<file path="src/rtl/count_bcd_display.sv">
// Sequential double-dabble binary-to-BCD converter for the 8-digit display driver.
// Each conversion takes one bit per clock, then applies leading-zero blanking or a dash overflow pattern.
module count_bcd_display #(
    parameter int WIDTH  = 32,
    parameter int DIGITS = 8,
    parameter int BLANK  = 1
) (
    input  logic                  clk,
    input  logic                  rst,
    input  logic [WIDTH-1:0]      in_value,
    input  logic                  in_valid,
    output logic                  in_ready,
    output logic [4*DIGITS-1:0]   bcd,
    output logic                  ovf,
    output logic                  out_valid
);
    // state   | meaning
    // S_IDLE  | waiting for a request, in_ready high
    // S_SHIFT | one double-dabble step per cycle
    // S_DONE  | result is on bcd/ovf with out_valid high
    localparam int IDIG = (WIDTH * 77) / 256 + 1;
    localparam int CW   = $clog2(WIDTH + 1);

    typedef enum logic [1:0] {S_IDLE, S_SHIFT, S_DONE} state_t;

    state_t                state, state_nxt;
    logic [WIDTH-1:0]      sreg;
    logic [4*IDIG-1:0]     acc, acc_adj, acc_nxt;
    logic [CW-1:0]         cnt;
    logic                  last_shift;
    logic [4*DIGITS-1:0]   bcd_nxt;
    logic                  ovf_nxt;
    logic                  seen_nz;

    // +3 correction is confined to each digit; no carries between digits
    always_comb begin
        acc_adj = acc;
        for (int i = 0; i < IDIG; i++) begin
            if (acc[4*i +: 4] >= 4'd5)
                acc_adj[4*i +: 4] = 4'(acc[4*i +: 4] + 4'd3);
        end
        acc_nxt = {acc_adj[4*IDIG-2:0], sreg[WIDTH-1]};
    end

    // Result formatting works on the post-shift accumulator so bcd lands together with out_valid
    always_comb begin
        ovf_nxt = 1'b0;
        for (int i = DIGITS; i < IDIG; i++) begin
            if (acc_nxt[4*i +: 4] != 4'd0)
                ovf_nxt = 1'b1;
        end
        bcd_nxt = acc_nxt[4*DIGITS-1:0];
        seen_nz = 1'b0;
        for (int i = DIGITS - 1; i >= 1; i--) begin
            if (acc_nxt[4*i +: 4] != 4'd0)
                seen_nz = 1'b1;
            else if (!seen_nz && (BLANK != 0))
                bcd_nxt[4*i +: 4] = 4'hF;
        end
        if (ovf_nxt)
            bcd_nxt = {DIGITS{4'hA}};
    end

    assign last_shift = (state == S_SHIFT) && (cnt == CW'(1));
    assign in_ready   = (state == S_IDLE);

    always_comb begin
        state_nxt = state;
        case (state)
            S_IDLE:  if (in_valid) state_nxt = S_SHIFT;
            S_SHIFT: if (cnt == CW'(1)) state_nxt = S_DONE;
            S_DONE:  state_nxt = S_IDLE;
            default: state_nxt = S_IDLE;
        endcase
    end

    always_ff @(posedge clk) begin
        if (rst) begin
            state     <= S_IDLE;
            sreg      <= '0;
            acc       <= '0;
            cnt       <= '0;
            out_valid <= 1'b0;
            ovf       <= 1'b0;
            bcd       <= (BLANK != 0) ? {DIGITS{4'hF}} : '0;
        end else begin
            state     <= state_nxt;
            out_valid <= last_shift;
            case (state)
                S_IDLE: begin
                    if (in_valid) begin
                        sreg <= in_value;
                        acc  <= '0;
                        cnt  <= CW'(WIDTH);
                    end
                end
                S_SHIFT: begin
                    acc  <= acc_nxt;
                    sreg <= {sreg[WIDTH-2:0], 1'b0};
                    cnt  <= cnt - CW'(1);
                    if (last_shift) begin
                        bcd <= bcd_nxt;
                        ovf <= ovf_nxt;
                    end
                end
                default: ;
            endcase
        end
    end
endmodule
</file>
<file path="config.mk">
export PLATFORM = sky130hd
export DESIGN_NAME = count_bcd_display
export DESIGN_NICKNAME = d
export VERILOG_FILES = /design/src/rtl/count_bcd_display.sv
export SDC_FILE = /design/constraint.sdc
export NUM_CORES = 1
export LEC_CHECK = 0
export BUFFER_PORTS_ARGS = -buffer_cell sky130_fd_sc_hd__buf_2
export CORE_UTILIZATION = 43
export CTS_BUF_LIST = sky130_fd_sc_hd__clkbuf_4 sky130_fd_sc_hd__clkbuf_8
export DETAILED_ROUTE_END_ITERATION = 10
export SLEW_MARGIN = 20
export SYNTH_ARGS = -nofsm -noshare
export SYNTH_HDL_FRONTEND = slang
export SYNTH_SLANG_ARGS = --single-unit
</file>
<file path="constraint.sdc">
create_clock -name clk -period 3.1 [get_ports clk]
set_clock_uncertainty 0.15 [all_clocks]
set_input_delay 0.465 -clock clk [delete_from_list [all_inputs] [get_ports clk]]
set_output_delay 0.465 -clock clk [all_outputs]
set_load 0.005 [all_outputs]
</file>
==> impl_metrics.csv, run 1 <==
group,metric,value,unit
worst_setup_path,critPathMaxFanout,8,
final_layout,layout_commonest_cell,"nor2_1",
timing,tightest_slew,0.961,ns
logic_synthesis,synth-simple-area-share,27.1,%
clock_tree,cts-hold-fix-buffers,0,
timing,setup-tns-final,0,ns
final_layout,drive_above_1_share,16.6,%
power,power_leakage,2.64,nW
die,core_area,0.0132,sq mm
die,rows,42,
worst_setup_path,r2r_end,"bcd[7]",
placed_design,hpwl,9.47,mm
die,die_x,119,um
worst_setup_path,cp-start-kind,"register",
clock_tree,path_clk_slew,0.07,ns
logic_synthesis,synth-compound-area-share,21.8,%
timing,fmax,356,MHz
clock_tree,clockRootBuffer,"clkbuf_8",
clock_tree,cts_setup_buffers,0,
logic_synthesis,synth-adder-area-share,4.71,%
global_route,grt_usage,21.4,%
power,powerDensity,475,mW/mm^2
final_layout,antennaDiodeCount,0,
worst_setup_path,reg2reg_depth,9,
logic_synthesis,synthFlopType,"dfxtp_1",
placed_design,place.gp.congestion,0.885,
logic_synthesis,synth-edff-count,0,
run_status,status,"finished, final reports clean",
worst_setup_path,cp-end-kind,"register",
job,cap_violations,0,
clock_tree,cts_resized,0,
worst_hold_path,hold_class,"in -> reg",
logic_synthesis,ys_seq_area_share,39.0,%
worst_setup_path,r2r-start,"acc[28]",
timing,hold_viol,0,
worst_hold_path,holdCritStartpoint,"in_value[21]",
logic_synthesis,synthesis.area,0.00585,sq mm
global_route,grt_pass1_wl,24.1,mm
global_route,grt_pass1_vias,5147,
global_route,grt_max_degree,67,
clock_tree,h-tree-depth,4,
timing,period_minus_slack,2.81,ns
worst_setup_path,cp.required,3.35,ns
clock_tree,cts_buffers,17,
clock_tree,worstSkewPairLatency,0.45,ns
logic_synthesis,ys_ff_latch,114,
timing,finalWorstSetupSlack,0.292,ns
logic_synthesis,synthXorXnorAreaFrac,1.50,%
logic_synthesis,synth_top_family_by_area,"simple AND/OR/NAND/NOR gates",
logic_synthesis,synthesis.nets,811,
worst_setup_path,arrival,3.05,ns
logic_synthesis,async_reset_ff_share,0,%
drt,drc,0,
clock_tree,clock-sinks,114,
die,io_pins,70,
logic_synthesis,ys_types,65,
final_layout,mostFrequentLayoutCells,"nor2_1 (166), dfxtp_1 (113), a21oi_1 (85), buf_2 (69), nor3_1 (37)",
die,die_h,119,um
global_route,antenna_found_initial,0,
global_route,grt_overflow,0,
final_layout,syn_to_final_growth,14.0,%
clock_tree,cts_tree,"yes",
drt,first_pass_iters,4,
logic_synthesis,synth_top_area_cell,"dfxtp_1",
worst_hold_path,hold_depth,5,
clock_tree,clk_path_buf_depth,2,
worst_setup_path,r2r_slack,0.29,ns
drt,drtAntennaViolNets,0,
drt,wire_per_inst,14.2,um
timing,rsz0062_at_grt,"false",
logic_synthesis,ys_top_cells_by_area,"dfxtp_1 (39%), nor2_1 (11%), a21oi_1 (7.3%), ha_1 (4.7%), a22oi_1 (3.6%)",
logic_synthesis,syn_area_per_cell,7.76,sq um
placed_design,post-place-ws,0.292,ns
die,dieArea,0.0141,sq mm
worst_hold_path,worstHoldEndpoint,"sreg[21]",
timing,slew_headroom,35.9,%
placed_design,numPortBuffers,69,
power,ir_drop,0.280,mV
logic_synthesis,yosysTopAreaCellShare,39.0,%
timing,finalSetupViolations,0,
drt,routed_wl,14.1,mm
logic_synthesis,syn_inst,754,
worst_setup_path,worstSetupPathType,"reg -> reg",
drt,first_iter_violations,274,
drt,detail_route.vias_per_cell,5.40,
die,start_util,44.2,%
timing,slew_viol_final,0,
timing,timing.final.crit_share,90.6,%
logic_synthesis,synth_mux_area_share,0.856,%
logic_synthesis,yosysWarningCount,0,
final_layout,final_nets,862,
drt,vias,5365,
per-layer routing:
layer | part of all wire, % | wire (um) | track usage (%) | up-vias
li1 | - | - | - | 2711
met1 | 45 | 6390 | 25.6 | 2499
met2 | 48 | 6810 | 36.0 | 133
met3 | 5.0 | 713 | 6.47 | 22
met4 | 1.6 | 227 | 7.67 | 0
met5 | 0 | 0 | 0 | -
worst max-delay path, stage by stage, from the launching register on:
cell	delay, ns
dfxtp_1	0.43
inv_1	0.10
ha_1	0.24
and2b_1	0.21
o21bai_4	0.17
mux2i_1	0.17
nor4_4	0.54
nand4_4	0.26
nor3_4	0.31
o32a_1	0.17
synthesized netlist by cell type, types with 2 or more instances:
cell	instances
nand2b_1	18
ha_1	22
a221oi_1	3
nand2_1	24
buf_1	2
o32a_1	4
o21ai_0	30
o32a_2	2
and2_1	7
nor3_1	37
nor4_1	2
o221a_2	3
dfxtp_1	114
a22oi_1	28
a221o_1	4
and3_1	3
a211o_1	4
a21oi_1	85
o22a_1	2
buf_2	3
o22ai_1	3
a211oi_1	3
or2_2	3
nand4_1	3
inv_1	29
a21o_1	6
nand3b_1	3
clkbuf_1	42
xnor2_1	10
nor2_1	167
a2111oi_0	2
a31oi_1	3
nand3_1	6
nor3b_1	10
nor2b_1	32
mux2i_1	5
o21a_1	2
how the worst max path moves through the flow:
| stage | endpoint | from | depth (start not counted) |
|---|---|---|---|
| 2_1_floorplan | bcd[7] | acc[28] | 9 |
| 4_1_cts | bcd[7] | acc[28] | 9 |
| 3_5_place_dp | bcd[5] | acc[28] | 9 |
| 3_3_place_gp | bcd[7] | acc[28] | 9 |
| 6_report | bcd[7] | acc[28] | 9 |
| 5_1_grt | bcd[7] | acc[28] | 9 |
kinds of logic after synthesis:
logic type	after synthesis
adders and majority gates	22
xor gates and xnor gates	10
DFF	114
and+or+nand+nor	327
buffers and inverters	78
AOI/OAI and AO/OA	198
muxes	5
sequential cells by signal, summed over array words and instances, names as in the netlist:
signal / count
out_valid: 1
bcd: 32
cnt: 6
state: 2
acc: 40
ovf: 1
sreg: 32
layout make-up:
cell class | count | area [sq um]
fillers | 1333 | 6580
multi-input cells | 562 | 3270
flip-flops and latches | 114 | 2280
repair buffers | 80 | 428
clock buffers | 21 | 289
well taps | 176 | 220
inverters | 30 | 113
clock inverters | 10 | 60.1
power breakdown:
group          switching, mW  internal (mW)  total [mW]  leakage [nW]
Clock                  0.615          0.621        1.24         0.175
Sequential            0.0407           1.53        1.57         0.930
Combinational          0.220          0.142       0.362          1.53
Total                  0.875           2.29        3.17          2.64
metrics by stage:
step | area [sq um] | power [mW] | util, % | instances | hold slack, ns
2_1_floorplan | 5850 | 1.86 | - | 754 | 0.306
3_3_place_gp | 6320 | 1.96 | 47.7 | 962 | 0.291
3_5_place_dp | 6320 | 1.97 | 47.7 | 962 | 0.295
4_1_cts | 6670 | 3.20 | 50.3 | 993 | 0.254
5_1_grt | 6670 | 3.34 | 50.3 | 993 | 0.279
6_report | 6670 | 3.17 | 50.3 | 993 | 0.274
Power figures use the tool's default switching activity.
==> run 2: changes to the inputs <==
--- a/config.mk
+++ b/config.mk
@@ -9,6 +9,7 @@
 export CORE_UTILIZATION = 43
 export CTS_BUF_LIST = sky130_fd_sc_hd__clkbuf_4 sky130_fd_sc_hd__clkbuf_8
 export DETAILED_ROUTE_END_ITERATION = 10
+export PLACE_DENSITY_LB_ADDON = 0.08
 export SLEW_MARGIN = 20
 export SYNTH_ARGS = -nofsm -noshare
 export SYNTH_HDL_FRONTEND = slang
==> impl_metrics.csv, run 2 (same netlist as run 1, synthesis figures left out) <==
group,metric,value,unit
power,p_sw_share,25.9,%
global_route,grtUsageMet3,4.30,%
worst_setup_path,crit_slowest_cell,"nor4_4",
global_route,grt_usage,20.8,%
timing,setup-tns-final,0,ns
power,p_sw,0.842,mW
worst_setup_path,worstSetupPathType,"reg -> reg",
power,powerDensity,485,mW/mm^2
final_layout,reg.largest.list,"acc x40, bcd x32, sreg x32",
die,io_pins,70,
clock_tree,cts_setup_buffers,0,
worst_setup_path,cp.required,3.33,ns
clock_tree,clk_path_buf_depth,2,
timing,rsz0062_at_grt,"false",
timing,hold_viol,0,
drt,drtAntennaViolNets,0,
global_route,grt_most_used_layer,"met2",
job,cap_violations,0,
run_status,status,"finished, final reports clean",
worst_setup_path,arrival,3.03,ns
clock_tree,path_clk_slew,0.07,ns
worst_setup_path,slowest_delay,0.53,ns
worst_setup_path,cp-start-kind,"register",
power,ir_drop,0.216,mV
power,power_leakage,2.67,nW
drt,wire_per_inst,14.3,um
clock_tree,worstSkewPairLatency,0.44,ns
global_route,antenna_found_initial,0,
final_layout,layout_commonest_cell,"nor2_1",
timing,finalSetupViolations,0,
global_route,grt_max_degree,69,
drt,detail_route.vias_per_cell,5.36,
drt,first_iter_violations,224,
drt,first_pass_iters,5,
placed_design,dp.cells,962,
final_layout,final_nets,862,
final_layout,stdcell_count,993,
drt,routed_wl,14.2,mm
power,seqPwrFrac,48.4,%
worst_setup_path,path_buf_inv,1,
worst_setup_path,crit_chain,"inv_1, ha_1, and2b_1, o21bai_4, mux2i_1, nor4_4, nand4_4, nor3_4, o32a_1",
power,p_int,2.41,mW
die,dieArea,0.0141,sq mm
power,fin_total_pwr,3.25,mW
timing,fmax,357,MHz
global_route,grt_use_met2,35.8,%
clock_tree,clock-sinks,114,
clock_tree,cts-hold-fix-buffers,0,
worst_setup_path,critPathMaxFanout,8,
worst_setup_path,cp-end-kind,"register",
worst_setup_path,path_delay_family,"simple AND/OR/NAND/NOR gates",
final_layout,mostFrequentLayoutCells,"nor2_1 (166), dfxtp_1 (113), a21oi_1 (85), buf_2 (69), nor3_1 (37)",
final_layout,largest_register_ffs,40,
die,die_h,119,um
worst_hold_path,hold_class,"in -> reg",
drt,drc,0,
clock_tree,cts_tree,"yes",
global_route,grt_overflow,0,
timing,slew_headroom,35.7,%
die,start_util,44.2,%
timing,timing.final.crit_share,90.3,%
power,comb_power_share,11.2,%
global_route,grt_pass1_wl,23.7,mm
placed_design,hpwl,9.51,mm
final_layout,regMostFlops,"acc",
timing,slew_viol_final,0,
global_route,use_met1,25.3,%
power,pwr-share-clk,40.4,%
timing,tightest_slew,0.965,ns
global_route,grt_pass1_vias,5090,
drt,vias,5325,
timing,period_minus_slack,2.80,ns
clock_tree,h-tree-depth,4,
placed_design,numPortBuffers,69,
final_layout,drive_above_1_share,16.6,%
die,rows,42,
placed_design,place.gp.congestion,0.835,
clock_tree,cts_resized,0,
worst_setup_path,r2r_slack,0.30,ns
clock_tree,clockRootBuffer,"clkbuf_8",
final_layout,syn_to_final_growth,14.5,%
die,die_x,119,um
clock_tree,cts_buffers,17,
final_layout,antennaDiodeCount,0,
die,core_area,0.0132,sq mm
run 2: changes by cell type in the layout (fill, tap and decap cells not counted), sizes merged:
cell | previous run | this run
clkbuf | 21 | 27
clkinv | 6 | 4
clkinvlp | 4 | 0
run 2: final cells by class:
| class | count | area (sq um) |
|---|---|---|
| sequential | 114 | 2280 |
| timing repair buffer | 80 | 428 |
| multi-input combinational | 562 | 3270 |
| fill | 1372 | 6550 |
| clock inverter | 4 | 20.0 |
| clock buffer | 27 | 359 |
| inverter | 30 | 113 |
| tap | 176 | 220 |
run 2: metal layers:
| metal | wire length (um) | vias to the layer above |
|---|---|---|
| met2 | 6870 | 108 |
| met5 | 0 | - |
| met4 | 228 | 0 |
| met1 | 6530 | 2489 |
| li1 | - | 2708 |
| met3 | 528 | 20 |
run 2: metrics by stage:
| stage | cell area, sq um | hold WS [ns] | setup slack, ns | utilization [%] |
|---|---|---|---|---|
| floorplan | 5850 | 0.306 | 0.671 | - |
| global route | 6700 | 0.301 | 0.0672 | 50.6 |
| detailed placement | 6320 | 0.295 | 0.312 | 47.7 |
| global placement | 6320 | 0.290 | 0.398 | 47.7 |
| finish | 6700 | 0.285 | 0.301 | 50.6 |
| CTS | 6700 | 0.260 | 0.287 | 50.6 |
run 2: worst paths after layout:
path,from,end,depth (start not counted)
max,acc[28],bcd[5],9
min,in_value[6],sreg[6],5
max reg2reg,acc[28],bcd[5],9
min reg2reg,bcd[16],bcd[16],2
run 2: worst min-delay path, cell delays in order:
cell,delay (ns)
buf_2,0.09
nor2_1,0.07
a21oi_1,0.07
nor2_1,0.08
nor3_1,0.05
run 2: power groups by stage:
| stage | Clock (mW) | Combinational, mW | Sequential, mW |
|---|---|---|---|
| detailed placement | 0 | 0.364 | 1.60 |
| global route | 1.41 | 0.415 | 1.58 |
| finish | 1.31 | 0.363 | 1.57 |
| floorplan | 0 | 0.268 | 1.59 |
| global placement | 0 | 0.358 | 1.60 |
| CTS | 1.34 | 0.366 | 1.57 |
==> run 3: changes to the inputs <==
--- a/config.mk
+++ b/config.mk
@@ -5,8 +5,9 @@
 export SDC_FILE = /design/constraint.sdc
 export NUM_CORES = 1
 export LEC_CHECK = 0
+export ABC_AREA = 1
 export BUFFER_PORTS_ARGS = -buffer_cell sky130_fd_sc_hd__buf_2
-export CORE_UTILIZATION = 43
+export CORE_UTILIZATION = 60
 export CTS_BUF_LIST = sky130_fd_sc_hd__clkbuf_4 sky130_fd_sc_hd__clkbuf_8
 export DETAILED_ROUTE_END_ITERATION = 10
 export PLACE_DENSITY_LB_ADDON = 0.08
==> impl_metrics.csv, run 3 <==
group,metric,value,unit
worst_setup_path,r2r-start,"acc[33]",
final_layout,syn_to_final_growth,15.5,%
final_layout,mostFrequentLayoutCells,"nand2_1 (281), dfxtp_1 (114), inv_1 (87), a21oi_1 (77), buf_2 (69)",
worst_hold_path,holdCritStartpoint,"in_value[0]",
final_layout,reg.largest.list,"acc x40, bcd x32, sreg x32",
drt,drtAntennaViolNets,0,
placed_design,place.gp.congestion,0.830,
die,start_util,61.9,%
drt,first_iter_violations,219,
logic_synthesis,async_reset_ff_share,0,%
global_route,grt_overflow,0,
job,cap_violations,0,
die,die_x,99.6,um
timing,setup-tns-final,0,ns
drt,routed_wl,12.9,mm
drt,drc,0,
timing,fmax,387,MHz
placed_design,numPortBuffers,69,
global_route,grt_usage,27.2,%
clock_tree,clock-sinks,114,
clock_tree,cts_buffers,17,
logic_synthesis,ys_seq_area_share,39.9,%
logic_synthesis,yosysTopAreaCellShare,39.9,%
logic_synthesis,synth_common_cells,"nand2_1 (281), dfxtp_1 (114), inv_1 (87), a21oi_1 (77), nor2_1 (34)",
power,fin_total_pwr,3.45,mW
run_status,status,"finished, final reports clean",
clock_tree,h-tree-depth,4,
logic_synthesis,syn_area_per_cell,6.96,sq um
final_layout,antennaDiodeCount,0,
timing,finalSetupViolations,0,
logic_synthesis,ys_ff_latch,114,
final_layout,largest_register_ffs,40,
worst_hold_path,hold_class,"in -> reg",
worst_hold_path,hold_depth,3,
worst_setup_path,path_buf_inv,3,
final_layout,final_nets,937,
worst_setup_path,crit_top_cell,"inv_1",
timing,tightest_slew,0.697,ns
timing,rsz0062_at_grt,"false",
die,dieArea,0.00992,sq mm
timing,timing.final.crit_share,83.3,%
placed_design,hpwl,8.48,mm
power,power_leakage,2.80,nW
logic_synthesis,ys_top_cells_by_area,"dfxtp_1 (40%), nand2_1 (18%), a21oi_1 (6.7%), inv_1 (5.7%), ha_1 (4.8%)",
final_layout,layout_commonest_cell,"nand2_1",
drt,wire_per_inst,12.6,um
die,io_pins,70,
clock_tree,cts_tree,"yes",
final_layout,drive_above_1_share,16.0,%
global_route,grt_pass1_vias,5141,
worst_setup_path,slowest_delay,0.41,ns
worst_setup_path,r2r_end,"ovf",
worst_setup_path,cp.required,3.27,ns
logic_synthesis,ys_types,40,
global_route,grt_max_degree,95,
worst_setup_path,critPathMaxFanout,17,
clock_tree,clockRootBuffer,"clkbuf_8",
die,rows,35,
logic_synthesis,syn_inst,822,
global_route,antenna_found_initial,0,
timing,slew_viol_final,0,
power,ir_drop,0.345,mV
logic_synthesis,synth_top_area_cell,"dfxtp_1",
clock_tree,clk_path_buf_depth,2,
final_layout,final_util,71.5,%
clock_tree,path_clk_slew,0.07,ns
worst_hold_path,worstHoldEndpoint,"sreg[0]",
clock_tree,cts_setup_buffers,0,
worst_setup_path,reg2reg_depth,12,
die,die_h,99.6,um
timing,hold_ws,0.150,ns
logic_synthesis,synthesis.nets,879,
worst_setup_path,cp-end-kind,"register",
global_route,grt_pass1_wl,22.0,mm
worst_setup_path,crit_slowest_cell,"nor2_4",
worst_setup_path,arrival,2.75,ns
logic_synthesis,synthesis.area,0.00572,sq mm
timing,slew_headroom,53.5,%
drt,vias,5423,
worst_setup_path,path_delay_family,"simple AND/OR/NAND/NOR gates",
drt,first_pass_iters,4,
clock_tree,cts_resized,0,
timing,hold_viol,0,
power,powerDensity,522,mW/mm^2
worst_setup_path,worstSetupPathType,"reg -> reg",
logic_synthesis,synth-edff-count,0,
worst_setup_path,r2r_slack,0.52,ns
logic_synthesis,post-synth-top-count-cell,"nand2_1",
worst_setup_path,cp-start-kind,"register",
timing,period_minus_slack,2.58,ns
clock_tree,worstSkewPairLatency,0.43,ns
final_layout,nFillCells,788,
logic_synthesis,synthFlopType,"dfxtp_1",
logic_synthesis,yosysWarningCount,0,
drt,detail_route.vias_per_cell,5.31,
die,core_area,0.00924,sq mm
worst_setup_path,crit_chain,"inv_1, ha_1, a21oi_1, o21ai_4, xor2_1, nand2_1, nor2_2, nand2_2, nor2_4, inv_1, o211ai_1, inv_1",
clock_tree,cts-hold-fix-buffers,0,
final_layout,regMostFlops,"acc",
-- run 3: cell count changes in the layout (fill, tap and decap cells not counted), sizes merged, moves of 10 or more --
cell    change
nand2b     -18
a22oi      -18
a31oi      +15
xor2       +10
nor2b      -32
nand2     +261
inv        +63
nor3       -31
xnor2      -10
nand3      +25
nor2      -127
-- run 3: where the power goes --
| part | internal (mW) | switching (mW) |
|---|---|---|
| Sequential | 1.53 | 0.0319 |
| Combinational | 0.111 | 0.209 |
| Clock | 0.965 | 0.604 |
-- run 3: kinds of logic (layout without fill, tap and decap cells) --
group,count (synthesis),in the layout,share of synthesized area (%)
AOI/OAI and AO/OA,162,162,15.8
xor gates and xnor gates,10,10,1.53
and+or+nand+nor,382,382,28.8
adders and majority gates,22,22,4.81
buffers and inverters,132,203,9.06
DFF,114,114,39.9
-- run 3: how the worst max path moves through the flow --
| stage | endpoint | from | depth (start not counted) | slack, ns |
|---|---|---|---|---|
| final | ovf | acc[33] | 12 | 0.52 |
| after global routing | ovf | acc[36] | 13 | 0.33 |
| after CTS | ovf | acc[36] | 13 | 0.52 |
| after detailed placement | ovf | acc[36] | 13 | 0.56 |
| after global placement | ovf | acc[36] | 13 | 0.67 |
| after floorplan | bcd[9] | acc[33] | 13 | 1.12 |
-- run 3: stage by stage --
| step | std cells | area (sq um) | setup slack (ns) |
|---|---|---|---|
| after floorplan | 822 | 5720 | 1.12 |
| after global placement | 990 | 6150 | 0.667 |
| after detailed placement | 990 | 6150 | 0.559 |
| after CTS | 1022 | 6600 | 0.523 |
| after global routing | 1022 | 6600 | 0.329 |
| final | 1022 | 6600 | 0.518 |
-- run 3: metal layers --
layer  vias to the layer above  wire length [um]  GRT usage [%]
met1                      2502              5740           31.3
met3                        18               567           6.18
met5                         -                 0              0
met4                         0               136           8.60
li1                       2764                 -              -
met2                       139              6440           49.8
-- run 3: tightest hold or removal path: stages --
cell     delay [ns]
buf_2          0.09
nand2_1        0.05
a21oi_1        0.06
-- run 3: area by class of cell --
| class | instances | area, sq um | area share [%] |
|---|---|---|---|
| clock inverter | 9 | 153 | 2.31 |
| multi-input combinational | 576 | 2930 | 44.3 |
| clock buffer | 23 | 298 | 4.51 |
| tap | 129 | 161 | 2.44 |
| inverter | 94 | 353 | 5.34 |
| sequential | 114 | 2280 | 34.6 |
| timing repair buffer | 77 | 430 | 6.52 |
